**src/rtl/aes_round_sched.sv**
```systemverilog
// AES-128 round scheduler. It steps an external round datapath through rounds 0..NR,
// one round per clock, and holds the running state and the last finished block.
module aes_round_sched #(
    parameter int NR = 10
) (
    input  logic         clk,
    input  logic         rst,
    input  logic         start,
    input  logic         key_valid,
    input  logic [127:0] in_data,
    input  logic [127:0] round_in,
    output logic         ready,
    output logic         busy,
    output logic [127:0] state_q,
    output logic [3:0]   round,
    output logic [1:0]   mode,
    output logic [127:0] out,
    output logic         done,
    output logic         abort
);

    localparam logic [3:0] LAST_ROUND = 4'(NR);

    typedef enum logic {
        IDLE = 1'b0,
        RUN  = 1'b1
    } fsm_t;

    fsm_t         fsm_q, fsm_d;
    logic [127:0] state_d;
    logic [3:0]   round_q, round_d;
    logic [127:0] out_q, out_d;
    logic         done_q, done_d;
    logic         abort_q, abort_d;

    always_ff @(posedge clk or negedge rst) begin
        if (!rst) begin
            fsm_q   <= IDLE;
            state_q <= '0;
            round_q <= '0;
            out_q   <= '0;
            done_q  <= 1'b0;
            abort_q <= 1'b0;
        end else begin
            fsm_q   <= fsm_d;
            state_q <= state_d;
            round_q <= round_d;
            out_q   <= out_d;
            done_q  <= done_d;
            abort_q <= abort_d;
        end
    end

    always_comb begin
        fsm_d   = fsm_q;
        state_d = state_q;
        round_d = round_q;
        out_d   = out_q;
        done_d  = 1'b0;
        abort_d = 1'b0;
        unique case (fsm_q)
            IDLE: begin
                if (start && key_valid) begin
                    state_d = in_data;
                    round_d = '0;
                    fsm_d   = RUN;
                end
            end
            RUN: begin
                if (key_valid) begin
                    state_d = round_in;
                    if (round_q == LAST_ROUND) begin
                        out_d   = round_in;
                        done_d  = 1'b1;
                        round_d = '0;
                        fsm_d   = IDLE;
                    end else begin
                        round_d = round_q + 4'd1;
                    end
                end else begin
                    // Key lost mid-block: drop it, keep state_q as it was.
                    abort_d = 1'b1;
                    round_d = '0;
                    fsm_d   = IDLE;
                end
            end
            default: fsm_d = IDLE;
        endcase
    end

    always_comb begin
        mode = 2'b00;
        if (fsm_q == RUN) begin
            if (round_q == LAST_ROUND) begin
                mode = 2'b10;
            end else if (round_q != 4'd0) begin
                mode = 2'b01;
            end
        end
    end

    assign ready = (fsm_q == IDLE) && key_valid;
    assign busy  = (fsm_q == RUN);
    assign round = round_q;
    assign out   = out_q;
    assign done  = done_q;
    assign abort = abort_q;

endmodule

```
**config.mk**
```make
export PLATFORM = sky130hd
export DESIGN_NAME = aes_round_sched
export DESIGN_NICKNAME = d
export VERILOG_FILES = /design/src/rtl/aes_round_sched.sv
export SDC_FILE = /design/constraint.sdc
export NUM_CORES = 1
export LEC_CHECK = 0
export ABC_AREA = 1
export ABC_CLOCK_PERIOD_IN_PS = 3200
export BUFFER_PORTS_ARGS = -buffer_cell sky130_fd_sc_hd__buf_2
export CELL_PAD_IN_SITES_DETAIL_PLACEMENT = 2
export CELL_PAD_IN_SITES_GLOBAL_PLACEMENT = 2
export CORE_MARGIN = 8
export CORE_UTILIZATION = 28
export CTS_BUF_LIST = sky130_fd_sc_hd__clkbuf_16
export CTS_CLUSTER_DIAMETER = 120
export DETAILED_ROUTE_END_ITERATION = 12
export GPL_TIMING_DRIVEN = 0
export PLACE_DENSITY_LB_ADDON = 0.25
export REMOVE_ABC_BUFFERS = 1
export SLEW_MARGIN = 40
export SYNTH_ARGS = -nofsm -noshare
export SYNTH_HDL_FRONTEND = slang
export SYNTH_SLANG_ARGS = --single-unit
```
**constraint.sdc**
```tcl
create_clock -name clk -period 3.2 [get_ports clk]
set_input_delay 0.32 -clock clk [delete_from_list [all_inputs] [get_ports clk]]
set_output_delay 0.32 -clock clk [all_outputs]
set_load 0.1 [all_outputs]
```
==> metrics <==
synthesized area=11300 sq um; Clock Latency Late Sink=0.57 ns; Metal-1 WL=19.1 mm; # H-tree levels=1; fin cells=2408; Crit path required time=2.88 ns; DRT iter0 DRCs=497; grt total ovfl=0; Overall Power=0.0113 W; Placement Setup Slack=0.119 ns; FMAX=347 MHz; Top FF cell, synth=dfrtp_1; clock buffer count from CTS=31; I/O pin cnt=526; slowest stage delay, CP=0.75 ns; pwr/cell area=699 nW/um^2; vias in the first global route=12.6k; # rows=73; PnR worst setup slack=0.320 ns; Syn Area/Cell=8.82 sq um; Tightest Pin Transition=0.599 ns; Synth async-reset ratio=100%; die area=47100 sq um; Finished Cell Area=16100 sq um; area grow syn2layout=42.6%; Starting Density=28.4%; Final min period=2.88 ns; die height=217 um; DR WL met2=25.7 mm; GRT Total Usage=20.8%; clock slew at reported path FFs=0.06 ns; class of the worst hold path=primary input to flip-flop; Routed wire per std cell=21.2 um; global-route wire length before repair=76.8 mm; Sink Count=263; first drt pass iteration count=4; Final #Nets=2109; Max VDD drop=0.399 mV; Slowest-stage cell, CP=dfrtp_4; Setup crit start kind=flip-flop; DP Cell Count=2266; Synth Instances=1283; Slew Limit Fails=0; Final Hold Fails=0; crit path kind=flip-flop to output port; max_cap viols=0; Hold WS=0.0209 ns; layout cells sized above 1=32.9%; CP cell instances=inv_4, a211oi_1, buf_2; post-synthesis register bit count=263; yosys warns=0; LEAKAGE=8.46 nW; Die Width=217 um; wire length on met3=4.47 mm; leading area contributor after synthesis=dfrtp_1; Routed Antenna Nets=0; endpoint type of the worst setup path=output port; sequential share of the synthesized area=58.1%; Final period util=90.0%; Routed WL=51.1 mm; Vias=11.3k; status=completed; port bufs=525; largest net degree at the start of global routing=74; Final setup viols=0; Core Region=39800 sq um; initial antenna violation count=17; EDFF count, synth=0; Max clock buf depth=3; cell count of the worst reg-to-reg path=9; CTS tree=built; Post-CTS Repair Setup Buffers=0; RSZ-0062 raised after global routing=no; Post-DP HPWL=37.5 mm; vias per cell=4.69; Final Skew=0.00948 ns; post-synth cell types=21; Synth top area share=58.1%; CTS root buf=clkbuf_16; top cells by area, synth=dfrtp_1 58%, nand2_1 12%, o21ai_0 4.7%; GP Congestion=0.762; placed instance area=14500 sq um; Max Used Layer=met5; CP Data Arrival Time=2.56 ns; DR DRC count=0; worst-path fanout max=37; Hold Crit Depth=3; relative slew slack=60.4%
sequential cells by signal, indices dropped and copies added, names as in the netlist:
name and cells:
out 128, state_q 128, busy 1, abort 1
done 1, round 4
layer usage:
| layer | global-route usage [%] | vias up |
|---|---|---|
| li1 | - | 5240 |
| met1 | 23.0 | 5607 |
| met2 | 36.6 | 355 |
| met3 | 7.14 | 86 |
| met4 | 7.53 | 6 |
| met5 | 0 | - |
placed cells by master, fill, tap and decap left out, drive strengths merged:
cell type,instances
diode,15
buf,541
a21oi,99
clkbuf,31
dlygate4sd3,72
nand3,34
nand2,362
ha,3
nor2,105
bufinv,1
clkinv,13
a211oi,1
o21a,31
inv,115
o21ai,197
dfrtp,263
metrics by stage:
step / setup TNS [ns] / util [%]
5_1_grt: 0 / 40.5
3_5_place_dp: 0 / 36.4
6_report: 0 / 40.5
4_1_cts: 0 / 40.4
3_3_place_gp: -3034.27 / 35.3
2_1_floorplan: -1083.98 / -
worst max-delay path: cells and delay by family, from the launching register on:
| family | cells | cell delay, ns |
|---|---|---|
| buffers and inverters | 2 | 0.80 |
| AO/OA/AOI/OAI | 1 | 0.41 |
| flip-flops | 1 | 0.75 |
worst paths after layout:
check                              from     endpoint  slack, ns
max                                busy      mode[0]       0.32
min                        round_in[90]      out[90]       0.02
max reg2reg                        busy     out[113]       0.46
min reg2reg                    out[116]     out[116]       0.47
max in group asynchronous           rst  state_q[34]       1.87
min in group asynchronous           rst   state_q[4]       0.28
where the power goes:
group          internal [W]  switching [W]  total [W]  leakage (nW)
clock network       0.00181        0.00142    0.00323         0.482
registers           0.00366       0.000201    0.00387          3.28
logic              0.000716        0.00347    0.00418          4.70
cells by family (layout without fill, tap and decap cells):
logic type | after synthesis | count (layout) | synth area share [%]
compound gates | 328 | 328 | 16.2
simple gates | 501 | 501 | 17.1
other cells | 0 | 15 | 0
flops | 263 | 263 | 58.1
buf+inv | 188 | 773 | 8.17
fa+ha+maj | 3 | 3 | 0.332
cell usage after synthesis, types with 3 or more instances:
cell / n
nand2_1: 360
dfrtp_1: 263
o21ai_0: 107
nor2_1: 104
inv_1: 103
a21oi_1: 99
o21ai_1: 60
buf_2: 39
nand3_1: 34
o21a_1: 31
o21ai_2: 30
buf_6: 17
clkbuf_1: 15
buf_4: 11
ha_1: 3
timing repair:
action                     CTS  global route
hold endpoints to repair   120             0
hold buffers                72             0
setup endpoints to repair    1             2
gates resized for setup      1             2
final cells by class:
cell class | instances | area, sq um
Inverter | 105 | 399
Fill cell | 4570 | 23700
Clock inverter | 24 | 123
Antenna cell | 15 | 37.5
Clock buffer | 31 | 776
Timing Repair Buffer | 613 | 3740
Multi-Input combinational cell | 832 | 3830
Tap cell | 525 | 657
Sequential cell | 263 | 6590
No activity file was read; power rests on OpenSTA's default activity.
